--- config.mk ---
export PLATFORM = sky130hd
export DESIGN_NAME = adc_sample_averager
export DESIGN_NICKNAME = d
export VERILOG_FILES = /design/src/rtl/adc_pkg.sv /design/src/rtl/adc_clk_edge.sv /design/src/rtl/adc_sample_averager.sv
export SDC_FILE = /design/constraint.sdc
export NUM_CORES = 1
export LEC_CHECK = 0
export BUFFER_PORTS_ARGS = -buffer_cell sky130_fd_sc_hd__buf_2
export CAP_MARGIN = 20
export CORE_AREA = 5 5 62 86
export CTS_BUF_LIST = sky130_fd_sc_hd__clkbuf_8
export CTS_CLUSTER_SIZE = 8
export DETAILED_ROUTE_END_ITERATION = 8
export DIE_AREA = 0 0 67 91
export PLACE_DENSITY_LB_ADDON = 0.15
export SETUP_SLACK_MARGIN = 0.2
export SYNTH_ARGS = -nofsm -noshare
export SYNTH_HDL_FRONTEND = slang
export SYNTH_SLANG_ARGS = --single-unit
--- constraint.sdc ---
create_clock -name clk -period 5 [get_ports clk]
set_clock_uncertainty 0.2 [all_clocks]
set_input_delay 0.5 -clock clk [delete_from_list [all_inputs] [get_ports clk]]
set_output_delay 0.5 -clock clk [all_outputs]
set_load 0.03 [all_outputs]
--- src/rtl/adc_pkg.sv ---
// Shared definitions for the ADC sample averager: parameter defaults and FSM states.
package adc_pkg;

   localparam int ADC_BITS_DEFAULT = 14;
   localparam int AVG_LOG2_DEFAULT = 2;

   typedef enum logic [1:0] {
      IDLE  = 2'd0,
      WAIT  = 2'd1,
      ACCUM = 2'd2
   } avg_state_e;

endpackage

--- src/rtl/adc_clk_edge.sv ---
// Rising-edge strobe for the clk-derived ADC clock. adcClk is generated in the clk
// domain, so a single register suffices and no synchronizer is needed.
module adc_clk_edge (
   input  logic clk,
   input  logic rst,
   input  logic adcClk,
   output logic strobe
);

   logic adc_q;

   // Previous adcClk level.
   always_ff @(posedge clk or posedge rst) begin
      if (rst) adc_q <= 1'b0;
      else     adc_q <= adcClk;
   end

   assign strobe = adcClk & ~adc_q;

endmodule

--- src/rtl/adc_sample_averager.sv ---
// Averages groups of 2^AvgLog2 ADC samples and presents each result through a
// valid/ready handshake with a sticky overrun flag for dropped results.
// Build option: define ADC_TWOS_COMP_EN to treat adcData as offset binary and
// produce two's-complement averages (signed accumulate, arithmetic shift).
module adc_sample_averager
   import adc_pkg::*;
#(
   parameter int ADCbits = ADC_BITS_DEFAULT,
   parameter int AvgLog2 = AVG_LOG2_DEFAULT
) (
   input  logic               clk,
   input  logic               rst,
   input  logic               enable,
   input  logic               adcClk,
   input  logic               adcReady,
   input  logic [ADCbits-1:0] adcData,
   output logic [ADCbits-1:0] outData,
   output logic               outValid,
   input  logic               outReady,
   output logic               overrun
);

   localparam int AW = ADCbits + AvgLog2;
   localparam int CW = (AvgLog2 > 0) ? AvgLog2 : 1;
   localparam logic [CW-1:0] CNT_LAST = CW'((1 << AvgLog2) - 1);

   logic               strobe;
   logic               accept;
   logic               group_done;
   logic               xfer;
   avg_state_e         state_q, state_d;
   logic [AW-1:0]      acc_q, acc_d;
   logic [AW-1:0]      sample_ext;
   logic [AW-1:0]      sum;
   logic [CW-1:0]      cnt_q, cnt_d;
   logic [ADCbits-1:0] result;
   logic [ADCbits-1:0] data_q, data_d;
   logic               valid_q, valid_d;
   logic               ovr_q, ovr_d;

   adc_clk_edge u_edge (
      .clk    (clk),
      .rst    (rst),
      .adcClk (adcClk),
      .strobe (strobe)
   );

`ifdef ADC_TWOS_COMP_EN
   logic [ADCbits-1:0] conv;

   // Offset binary to two's complement: flip the MSB.
   always_comb begin
      conv              = adcData;
      conv[ADCbits-1]   = ~adcData[ADCbits-1];
   end

   assign sample_ext = AW'($signed(conv));
   assign result     = ADCbits'($signed(sum) >>> AvgLog2);
`else
   assign sample_ext = AW'(adcData);
   assign result     = ADCbits'(sum >> AvgLog2);
`endif

   assign sum        = acc_q + sample_ext;
   assign accept     = strobe & enable & adcReady;
   // With AvgLog2==0 CNT_LAST is 0 and the count never leaves 0, so every sample completes.
   assign group_done = accept & (cnt_q == CNT_LAST);
   assign xfer       = valid_q & outReady;

   // Capture state tracking: idle until enabled, wait for the receiver pipeline.
   always_comb begin
      state_d = state_q;
      if (!enable) begin
         state_d = IDLE;
      end else begin
         case (state_q)
            IDLE:    state_d = WAIT;
            WAIT:    if (adcReady) state_d = ACCUM;
            ACCUM:   state_d = ACCUM;
            default: state_d = IDLE;
         endcase
      end
   end

   // Accumulator and sample count; disabling discards any partial group.
   always_comb begin
      acc_d = acc_q;
      cnt_d = cnt_q;
      if (!enable || group_done) begin
         acc_d = '0;
         cnt_d = '0;
      end else if (accept) begin
         acc_d = sum;
         cnt_d = cnt_q + 1'b1;
      end
   end

   // Result register: load when empty or being drained this edge, otherwise drop and flag.
   always_comb begin
      data_d  = data_q;
      valid_d = valid_q;
      ovr_d   = ovr_q;
      if (xfer) valid_d = 1'b0;
      if (group_done) begin
         if (!valid_q || xfer) begin
            data_d  = result;
            valid_d = 1'b1;
         end else begin
            ovr_d = 1'b1;
         end
      end
   end

   // State registers with asynchronous reset.
   always_ff @(posedge clk or posedge rst) begin
      if (rst) begin
         state_q <= IDLE;
         acc_q   <= '0;
         cnt_q   <= '0;
         data_q  <= '0;
         valid_q <= 1'b0;
         ovr_q   <= 1'b0;
      end else begin
         state_q <= state_d;
         acc_q   <= acc_d;
         cnt_q   <= cnt_d;
         data_q  <= data_d;
         valid_q <= valid_d;
         ovr_q   <= ovr_d;
      end
   end

   assign outData  = data_q;
   assign outValid = valid_q;
   assign overrun  = ovr_q;

endmodule
==> results.md, run 1 <==
- Fin crit period: 2.474 ns
- Cts repair resizes: 0
- Ports: 36
- Via density: 5.497
- WHS: 0.09914 ns
- Post-CTS Setup Bufs: 0
- Largest net degree at the start of global routing: 36
- Chip height: 91 um
- Ys Warns: 0
- Total core area: 0.004463 mm^2
- Share of synthesized registers carrying an async set or reset: 100.0%
- Drt drc: 0
- # H-tree levels: 2
- Syn Area/Cell: 9.957 um^2
- Crit start category: flip-flop
- Slew headroom: 49.39%
- Final setup fails: 0
- Ys flop type: dfrtp_1
- Syn nets: 250
- Initial Utilization: 47.74%
- Final wirelength: 4717 um
- Fin nets: 286
- Clock latency on the worst-skew pair: 0.29 ns
- Max Cap Violations: 0
- Inserted Clock Buffers: 5
- Wire length per cell: 15.12 um
- Area grow syn2layout: 15.97%
- Full die area: 0.006097 mm^2
- Total grt overflow: 0
- I/O Buffers: 35
- CP Max Fanout: 3
- Synthesized area: 0.002131 mm^2
- Period utilization: 49.47%
- CP required: 4.99 ns
- Synth Register Bits: 35
- Status: finished clean
- CP Capture Type: flip-flop
- CTS hold repair buffers: 0
- Synth Instances: 214
- Final Max Tran Viols: 0
- Die X: 67 um
- Share of cells above drive strength 1: 23.60%
- Fmax achieved: 404.3 MHz
- Global placement routability congestion: 0.8093
- Hold crit path type: in2async
- Endpoints failing hold: 0
- Clock net sink count: 35
- Worst-path clk slew: 0.07 ns
- CP arrival: 2.47 ns
- Unrepaired setup endpoints after global routing: no
- Clock Tree Buf Depth: 2
- First-pass GRT wire length: 7583 um
- CTS tree: done
- Antenna diodes: 0
- Count of different cell masters after synthesis: 48
- Vias in the first global route: 1632
- Leakage power: 1.261 nW
- Seq/Total Area, Yosys: 41.10%
- Total GRT Usage: 16.42%
- Synth area leaders: dfrtp_1, ha_1, a22o_1
- TNS Setup: 0 ns
- Row count: 29
- Hpwl dp: 3489 um
- Via count: 1715
- Critical path class: reg2reg
- Slew @ Worst Pin: 0.7592 ns
- First-pass DRT Iterations: 4
- Synth area leader: dfrtp_1
- Post-synth EDFFs: 0
- Clk root buf: clkbuf_8
- Yosys top cell area share: 41.10%
- Detailed router's first-iteration violation count: 65
- Post-route ant nets: 0
- Initial antenna violation count: 0
- Worst VDD drop: 167.8 uV
- PwrDens: 258.2 mW/mm^2
[state kept, by name, summed over array words and instances (netlist names)]
| name | flops |
|---|---|
| acc_q | 16 |
| outData | 14 |
| cnt_q | 2 |
| outValid | 1 |
| overrun | 1 |
| u_edge.adc_q | 1 |
[critical path, cell delays in order (launching register included)]
cell and delay (ns):
dfrtp_1 0.36, ha_1 0.18, inv_1 0.05, fa_1 0.39, nor2b_1 0.18, o21bai_1 0.12
a31o_1 0.28, a31o_2 0.24, or3_1 0.29, o21ai_0 0.09
[logic make-up after synthesis]
group | count (synthesis) | share of synthesized area, %
compound gates | 67 | 23.02
xor+xnor | 11 | 4.521
fa+ha+maj | 16 | 9.748
buf+inv | 19 | 3.523
flops | 35 | 41.10
mux | 8 | 4.169
simple gates | 58 | 13.92
[metal layers]
layer  wire [um]  share of wire [%]  up-vias  track usage, %
met1        2011                 43      815           19.69
li1            -                  -      851               -
met5           0                  0        -               0
met3         210                4.5        9           4.074
met4         107                2.3        0           6.937
met2        2388                 51       40           27.32
[cells in the final DEF, fill, tap and decap left out, drive strengths merged, types with 2 or more instances in the layout]
cell type	instances
mux2	7
a22o	12
o31ai	3
nand4b	2
and2	2
xnor2	10
o211ai	2
nand2b	4
buf	38
a221o	2
inv	11
clkbuf	5
ha	15
o21ai	14
a21oi	14
nand2	20
nor3b	2
a31oi	3
a31o	3
o21bai	2
nor2	11
nand4	2
a21o	6
nand3	3
dfrtp	35
nor2b	4
[final timing paths]
path                                  from            to  slack [ns]  cells past startpoint
worst max register to register    acc_q[0]     acc_q[14]        2.53                      9
worst max-delay path              acc_q[0]     acc_q[14]        2.53                      9
max in group asynchronous              rst    outData[6]        4.18                      3
worst min register to register  outData[1]    outData[1]        0.27                      2
min in group clk                    adcClk  u_edge.adc_q        0.14                      1
worst min-delay path                   rst      outValid         0.1                      3
[area by class of cell]
class | count | area [um^2]
clock inverters | 2 | 33.78
multi-input cells | 160 | 1180
inverters | 10 | 37.54
repair buffers | 38 | 197.7
clock buffers | 5 | 68.82
well taps | 62 | 77.57
fillers | 416 | 1992
flip-flops and latches | 35 | 875.8
[Yosys cell counts (2+ instances only)]
cell type and number:
a221o_1 2, nand4b_1 2, nand4_1 2, clkbuf_1 6, inv_1 10, o21bai_1 2, o31ai_2 2, nor2b_1 4
xnor2_1 10, o21ai_1 5, nand2_1 20, ha_1 15, nor2_1 10, buf_2 3, nand2b_1 4, and2_1 2
o211ai_1 2, dfrtp_1 35, a21o_1 6, a21oi_1 13, nor3b_1 2, nand3_1 3, mux2_2 7, o21ai_0 9
a31o_2 2, a22o_1 12, a31oi_1 3
[stage by stage]
stage	instance area [um^2]	setup slack, ns	utilization [%]	power [mW]	std cells
6_report	2471	2.526	55.37	0.6381	312
5_1_grt	2471	2.412	55.37	0.6720	312
4_1_cts	2471	2.511	55.37	0.6489	312
3_5_place_dp	2369	2.315	53.07	0.4011	305
3_3_place_gp	2369	2.373	53.07	0.4006	305
2_1_floorplan	2131	2.578	-	0.3738	214
[report_power, final]
part / internal, mW / switching (mW) / leakage (nW)
logic: 0.0410 / 0.0614 / 0.722
registers: 0.289 / 0.00386 / 0.483
clock network: 0.144 / 0.0984 / 0.0554
total: 0.474 / 0.164 / 1.26
No activity file was read; power rests on OpenSTA's default activity.
==> inputs of run 2 (changes only) <==
==> constraint.sdc (replaced) <==
create_clock -name clk -period 2.1 [get_ports clk]
set_clock_uncertainty 0.2 [all_clocks]
set_input_delay 0.21 -clock clk [delete_from_list [all_inputs] [get_ports clk]]
set_output_delay 0.21 -clock clk [all_outputs]
set_load 0.03 [all_outputs]
==> run 2 against run 1 <==
  * The flow now finishes with violations (negative setup slack)
  * Sequential share of layout area fell by 6.7 points
  * Setup slack worse by 2.8 ns
  * Design area up 23%
  * Via count is 9.2% higher
  * Critical path depth decreased by 1
  * First-iteration DRC count up 29%
  * Critical endpoint is now outData[7]
==> results.md, run 2 (same netlist as run 1, synthesis figures left out) <==
- R2r endpoint: outData[7]
- Slew headroom: 48.71% (-0.68 points)
- Switch Pwr: 0.4581 mW (+180%)
- Endpoints failing hold: 0 (unchanged)
- Full die area: 0.006097 mm^2 (unchanged)
- Row count: 29 (unchanged)
- Ports: 36 (unchanged)
- Hold crit path type: in2reg
- TNS Setup: -2.827 ns (-2.827 ns)
- CP delay by family, top: compound AO/OA/AOI/OAI gates
- Met1 Use GR: 21.94% (+2.3 points)
- Global placement routability congestion: 0.8182 (+1.1%)
- Worst Hold Launch: outReady
- Clock Tree Buf Depth: 2 (unchanged)
- CP arrival: 2.31 ns (-0.16 ns)
- Worst-path clk slew: 0.08 ns (about the same)
- Worst Slack Setup Final: -0.2357 ns (-2.762 ns)
- Worst VDD drop: 353.7 uV (+110%)
- Worst Hold End: outValid
- Met3 Resource Use GR: 3.580% (-0.49 points)
- Comb pwr share: 22.0% (+6.0 points)
- Largest Register: acc_q
- Worst Path Buf+Inv: 1 (unchanged)
- First-pass DRT Iterations: 4 (unchanged)
- Int Pwr: 1.217 mW (+160%)
- Final setup fails: 19 (+19)
- Inserted Clock Buffers: 5 (unchanged)
- Worst stage delay on the critical path: 0.42 ns (+0.03 ns)
- Clock net sink count: 35 (unchanged)
- FF-to-FF setup slack: -0.24 ns (-2.76 ns)
- Unrepaired setup endpoints after global routing: yes
- Reg-to-reg startpoint: acc_q[2]
- Antenna diodes: 0 (unchanged)
- Hold path depth: 3
- Sw Share: 27.34% (+1.7 points)
- Initial antenna violation count: 0 (unchanged)
- Crit start category: flip-flop
- Total GRT Usage: 18.96% (+2.5 points)
- Drt drc: 0 (unchanged)
- Failing checks: negative setup slack
- Largest net degree at the start of global routing: 22 (-39%)
- Share of power burned in the clock network: 36.3% (-1.7 points)
- Vias in the first global route: 1944 (+19%)
- # H-tree levels: 2 (unchanged)
- Max Cap Violations: 0 (unchanged)
- CTS tree: done
- I/O Buffers: 35 (unchanged)
- Fin crit period: 2.336 ns (-0.1379 ns)
- Wire length per cell: 15.54 um (+2.8%)
- Status: finished, violations left
- Worst Reg-to-Reg Cells: 8 (-1)
- Slew @ Worst Pin: 0.7693 ns (+0.01015 ns)
- Largest register FFs: 16 (unchanged)
- Fin util: 68.26% (+13 points)
- Layer with the highest usage: met2
- Final Max Tran Viols: 0 (unchanged)
- Clock latency on the worst-skew pair: 0.29 ns (about the same)
- Cell Chain, Critical Path: ha_4, nand3_4, a2111oi_4, buf_4, o31ai_2, nor2b_2, xnor2_1, mux2_4
- Via density: 5.395 (-1.9%)
- Fmax achieved: 428.1 MHz (+5.9%)
- Die X: 67 um (unchanged)
- Met2 Use GR: 32.98% (+5.7 points)
- First-pass GRT wire length: 8832 um (+16%)
- Sequential power share: 41.8% (-4.2 points)
- Detailed router's first-iteration violation count: 84 (+29%)
- CP required: 2.07 ns (-2.92 ns)
- Share of cells above drive strength 1: 44.21% (+21 points)
- Via count: 1872 (+9.2%)
- CP Max Fanout: 4 (+1)
- Slowest library cell on the worst path: dfrtp_1
- Hpwl dp: 3790 um (+8.6%)
- Initial Utilization: 47.74% (unchanged)
- PwrDens: 549.9 mW/mm^2 (+110%)
- Critical path class: reg2reg
- Period utilization: 111.2% (+62 points)
- Post-route ant nets: 0 (unchanged)
- Total grt overflow: 0 (unchanged)
- Chip height: 91 um (unchanged)
- Total core area: 0.004463 mm^2 (unchanged)
- DP Worst Slack: -0.2305 ns (-2.546 ns)
- Final wirelength: 5394 um (+14%)
- CP Capture Type: flip-flop
- Most frequent cells in the layout: dfrtp_1, buf_2, buf_4
- Leakage power: 1.484 nW (+18%)
- Clk root buf: clkbuf_8
- Area grow syn2layout: 42.98%
- Fin nets: 320 (+12%)
-- run 2: worst reg2reg max path, delay by kind of cell (launching register included) --
family	cells	cell delay [ns]
muxes	1	0.26
xor gates and xnor gates	1	0.15
buffers and inverters	1	0.17
DFF	1	0.42
and+or+nand+nor	2	0.25
adders and majority gates	1	0.33
AOI/OAI and AO/OA	2	0.45
-- run 2: area by class of cell --
type	count	area, um^2
repair buffers	72	476.7
clock inverters	3	43.79
inverters	10	37.54
fillers	352	1416
multi-input cells	160	1466
clock buffers	5	68.82
well taps	62	77.57
flip-flops and latches	35	875.8
-- run 2: worst max path at each step --
stage | startpoint | end | depth (start not counted)
2_1_floorplan | acc_q[0] | acc_q[14] | 9
5_1_grt | acc_q[0] | acc_q[14] | 9
4_1_cts | acc_q[0] | acc_q[10] | 9
3_5_place_dp | acc_q[0] | acc_q[10] | 9
6_report | acc_q[2] | outData[7] | 8
3_3_place_gp | acc_q[0] | acc_q[14] | 9
-- run 2: metrics by stage --
stage | total power, mW | instances | hold WS (ns) | instance area [um^2]
global placement | 1.019 | 330 | 0.1166 | 2649
floorplan | 0.9182 | 214 | 0.04143 | 2233
detailed placement | 1.023 | 330 | 0.1105 | 2649
finish | 1.676 | 347 | 0.05517 | 3047
CTS | 1.662 | 342 | 0.04333 | 2880
global route | 1.761 | 347 | 0.06241 | 3047
-- run 2: layer usage --
layer	vias to the layer above	part of all wire, %
li1	917	-
met1	920	41
met2	30	56
met3	5	2.4
met4	0	1.2
met5	-	0
-- run 2: repair_timing --
| item | CTS | global route |
|---|---|---|
| hold buffers | 3 | 0 |
| buffers inserted | 1 | 5 |
| pin swaps | 8 | 24 |
| resized for setup | 16 | 23 |
| setup endpoints to repair | 22 | 24 |
| hold endpoints to repair | 16 | 0 |
-- run 2: power by group through the flow --
stage          Sequential (mW)  Combinational (mW)  Clock, mW
2_1_floorplan            0.711               0.207          0
3_3_place_gp             0.711               0.308          0
3_5_place_dp             0.712               0.312          0
4_1_cts                  0.699               0.331      0.631
5_1_grt                  0.701               0.402      0.657
6_report                 0.700               0.368      0.608
==> inputs of run 3 (changes only) <==
--- a/config.mk
+++ b/config.mk
@@ -7,12 +7,13 @@
 export LEC_CHECK = 0
 export BUFFER_PORTS_ARGS = -buffer_cell sky130_fd_sc_hd__buf_2
 export CAP_MARGIN = 20
-export CORE_AREA = 5 5 62 86
+export CORE_AREA = 5 5 79 67
 export CTS_BUF_LIST = sky130_fd_sc_hd__clkbuf_8
 export CTS_CLUSTER_SIZE = 8
 export DETAILED_ROUTE_END_ITERATION = 8
-export DIE_AREA = 0 0 67 91
+export DIE_AREA = 0 0 84 72
 export PLACE_DENSITY_LB_ADDON = 0.15
+export RECOVER_POWER = 25
 export SETUP_SLACK_MARGIN = 0.2
 export SYNTH_ARGS = -nofsm -noshare
 export SYNTH_HDL_FRONTEND = slang
==> run 3 against run 2 <==
  * The flow still finishes with violations (negative setup slack)
  * Sequential share of layout area down 0.14 points
  * Sequential power about the same
  * Cell count up 1.2%
  * Combinational power up 2%
  * Total power down 3.7%
  * First-iteration DRC count up 2.4%
  * Via count up 2.6%
  * Register-to-register slack better by 0.02 ns
  * Critical path depth up 1
  * Routed wire length up 1.7%
  * Critical path type unchanged
==> results.md, run 3 (same netlist as run 1, synthesis figures left out) <==
- Most frequent cells in the layout: buf_4, dfrtp_1, buf_2
- Total GRT Usage: 18.88% (-0.081 points)
- Worst Reg-to-Reg Cells: 9 (+1)
- Hold crit path type: in2reg
- Worst stage delay on the critical path: 0.37 ns (-0.05 ns)
- DP Worst Slack: -0.2251 ns (+0.005393 ns)
- Worst-path clk slew: 0.08 ns (about the same)
- Worst path most repeated cell: a31o_4
- Largest net degree at the start of global routing: 36 (+64%)
- CP arrival: 2.33 ns (+0.02 ns)
- R2r endpoint: acc_q[14]
- Hold path depth: 3 (unchanged)
- Highest Signal Layer: met4
- CTS tree: done
- Crit start category: flip-flop
- Share of cells above drive strength 1: 45.36% (+1.2 points)
- Worst Slack Setup Final: -0.2137 ns (+0.02206 ns)
- Die X: 84 um (+25%)
- Reg-to-reg startpoint: acc_q[0]
- CP required: 2.12 ns (+0.05 ns)
- Area grow syn2layout: 43.69%
- WHS: 0.02942 ns (-0.02575 ns)
- Slew headroom: 41.00% (-7.7 points)
- Post-route ant nets: 0 (unchanged)
- Via density: 5.473 (+1.4%)
- Clk root buf: clkbuf_8
- Initial antenna violation count: 0 (unchanged)
- Full die area: 0.006048 mm^2 (-0.80%)
- Failing checks: negative setup slack
- Fin util: 69.52% (+1.3 points)
- Chip height: 72 um (-21%)
- Cell Chain, Critical Path: ha_2, inv_2, fa_2, nor2b_4, o21bai_4, a31o_4, a31o_4, or3_1, o21ai_1
- Critical path class: reg2reg
- Largest register FFs: 16 (unchanged)
- Worst VDD drop: 411.7 uV (+16%)
- Clock Tree Buf Depth: 2 (unchanged)
- FF-to-FF setup slack: -0.21 ns (+0.02 ns)
- Vias in the first global route: 1963 (+0.98%)
- Leakage power: 1.503 nW (+1.3%)
- Row count: 22 (-24%)
- Ports: 36 (unchanged)
- Fin crit period: 2.314 ns (-0.02206 ns)
- Detailed router's first-iteration violation count: 86 (+2.4%)
- Max Cap Violations: 0 (unchanged)
- # H-tree levels: 2 (unchanged)
- First-pass DRT Iterations: 4 (unchanged)
- Met1 Wirelength: 2599 um (+18%)
- Placed Area: 0.002656 mm^2 (+0.28%)
- Largest Register: acc_q
- Fin nets: 326 (+1.9%)
- I/O Buffers: 35 (unchanged)
- Fmax achieved: 432.2 MHz (+0.95%)
- Global placement routability congestion: 0.8340 (+1.9%)
- Drt drc: 0 (unchanged)
- Via count: 1921 (+2.6%)
- Final Max Tran Viols: 0 (unchanged)
- First-pass GRT wire length: 9266 um (+4.9%)
- Initial Utilization: 48.38% (+0.64 points)
- Hpwl dp: 3845 um (+1.5%)
- Status: finished, violations left
- CP Max Fanout: 3 (-1)
- Endpoints failing hold: 0 (unchanged)
- Antenna diodes: 0 (unchanged)
- Clock latency on the worst-skew pair: 0.30 ns (about the same)
- Worst Hold End: outValid
- Slowest library cell on the worst path: dfrtp_1
- Wire length per cell: 15.62 um (+0.51%)
- Clock net sink count: 35 (unchanged)
- Worst Hold Launch: outReady
- Slew @ Worst Pin: 0.8849 ns (+0.1156 ns)
- Final setup fails: 18 (-1)
- CP Capture Type: flip-flop
- Period utilization: 110.2% (-1.1 points)
- PwrDens: 527.0 mW/mm^2 (-4.2%)
- Commonest non-fill, non-tap cell in the layout: buf_4
- Routed wire length on met3: 246 um (+89%)
- Final wirelength: 5484 um (+1.7%)
- Inserted Clock Buffers: 5 (unchanged)
- Total grt overflow: 0 (unchanged)
- Final instance area: 0.003062 mm^2 (+0.49%)
- Unrepaired setup endpoints after global routing: yes
- Total core area: 0.004404 mm^2 (-1.3%)
- Met2 routed wirelength: 2561 um (-15%)
[run 3: changes by cell type in the layout (fill, tap and decap cells not counted), moves of 2 or more]
| cell | previous run | this run |
|---|---|---|
| a21oi_4 | 1 | 3 |
| buf_4 | 32 | 38 |
| mux2_2 | 2 | 4 |
| mux2_4 | 5 | 3 |
| o21ai_2 | 0 | 2 |
| o21ai_4 | 3 | 0 |
[run 3: final cells by class]
type                    count  area, um^2
clock buffers               6       82.58
clock inverters             2       16.27
fillers                   341        1343
inverters                  10       37.54
multi-input cells         160        1469
flip-flops and latches     35       875.8
well taps                  60       75.07
repair buffers             78       505.5
[run 3: report_power, final]
part	internal [mW]	total [mW]	switching, mW	leakage (nW)
registers	0.688	0.699	0.0108	0.483
clock network	0.268	0.540	0.272	0.0474
logic	0.180	0.374	0.194	0.973
total	1.14	1.61	0.477	1.50
[run 3: how the worst max path moves through the flow]
stage | startpoint | slack [ns] | to
after floorplan | acc_q[0] | -0.06 | acc_q[14]
after global placement | acc_q[0] | -0.16 | acc_q[10]
after detailed placement | acc_q[0] | -0.23 | acc_q[14]
after CTS | acc_q[0] | -0.20 | acc_q[14]
after global routing | acc_q[0] | -0.31 | acc_q[14]
final | acc_q[0] | -0.21 | acc_q[14]
[run 3: what timing repair did]
action | in CTS | in global routing
resized for setup | 11 | 27
hold buffers | 3 | 0
endpoints found under the setup margin | 23 | 24
setup buffers | 3 | 6
pin swaps | 17 | 18
gates cloned | 0 | 0
hold endpoints to repair | 37 | 0
[run 3: per-layer routing]
layer,vias to the layer above,GRT usage (%)
li1,935,-
met2,45,31.42
met4,0,4.643
met3,7,3.973
met1,934,25.45
met5,-,0
[run 3: per-stage QoR]
stage          total power [mW]  setup TNS [ns]  cells
6_report                  1.613          -2.198    351
5_1_grt                   1.695          -4.249    351
4_1_cts                   1.573          -1.857    345
3_5_place_dp              1.026          -1.840    331
3_3_place_gp              1.019          -1.217    331
2_1_floorplan            0.9182         -0.1606    214
[run 3: critical path, delay by kind of cell, from the launching register on]
kind | cells | cell delay [ns]
compound gates | 4 | 0.64
fa+ha+maj | 2 | 0.55
buf+inv | 1 | 0.04
flops | 1 | 0.37
simple gates | 2 | 0.45
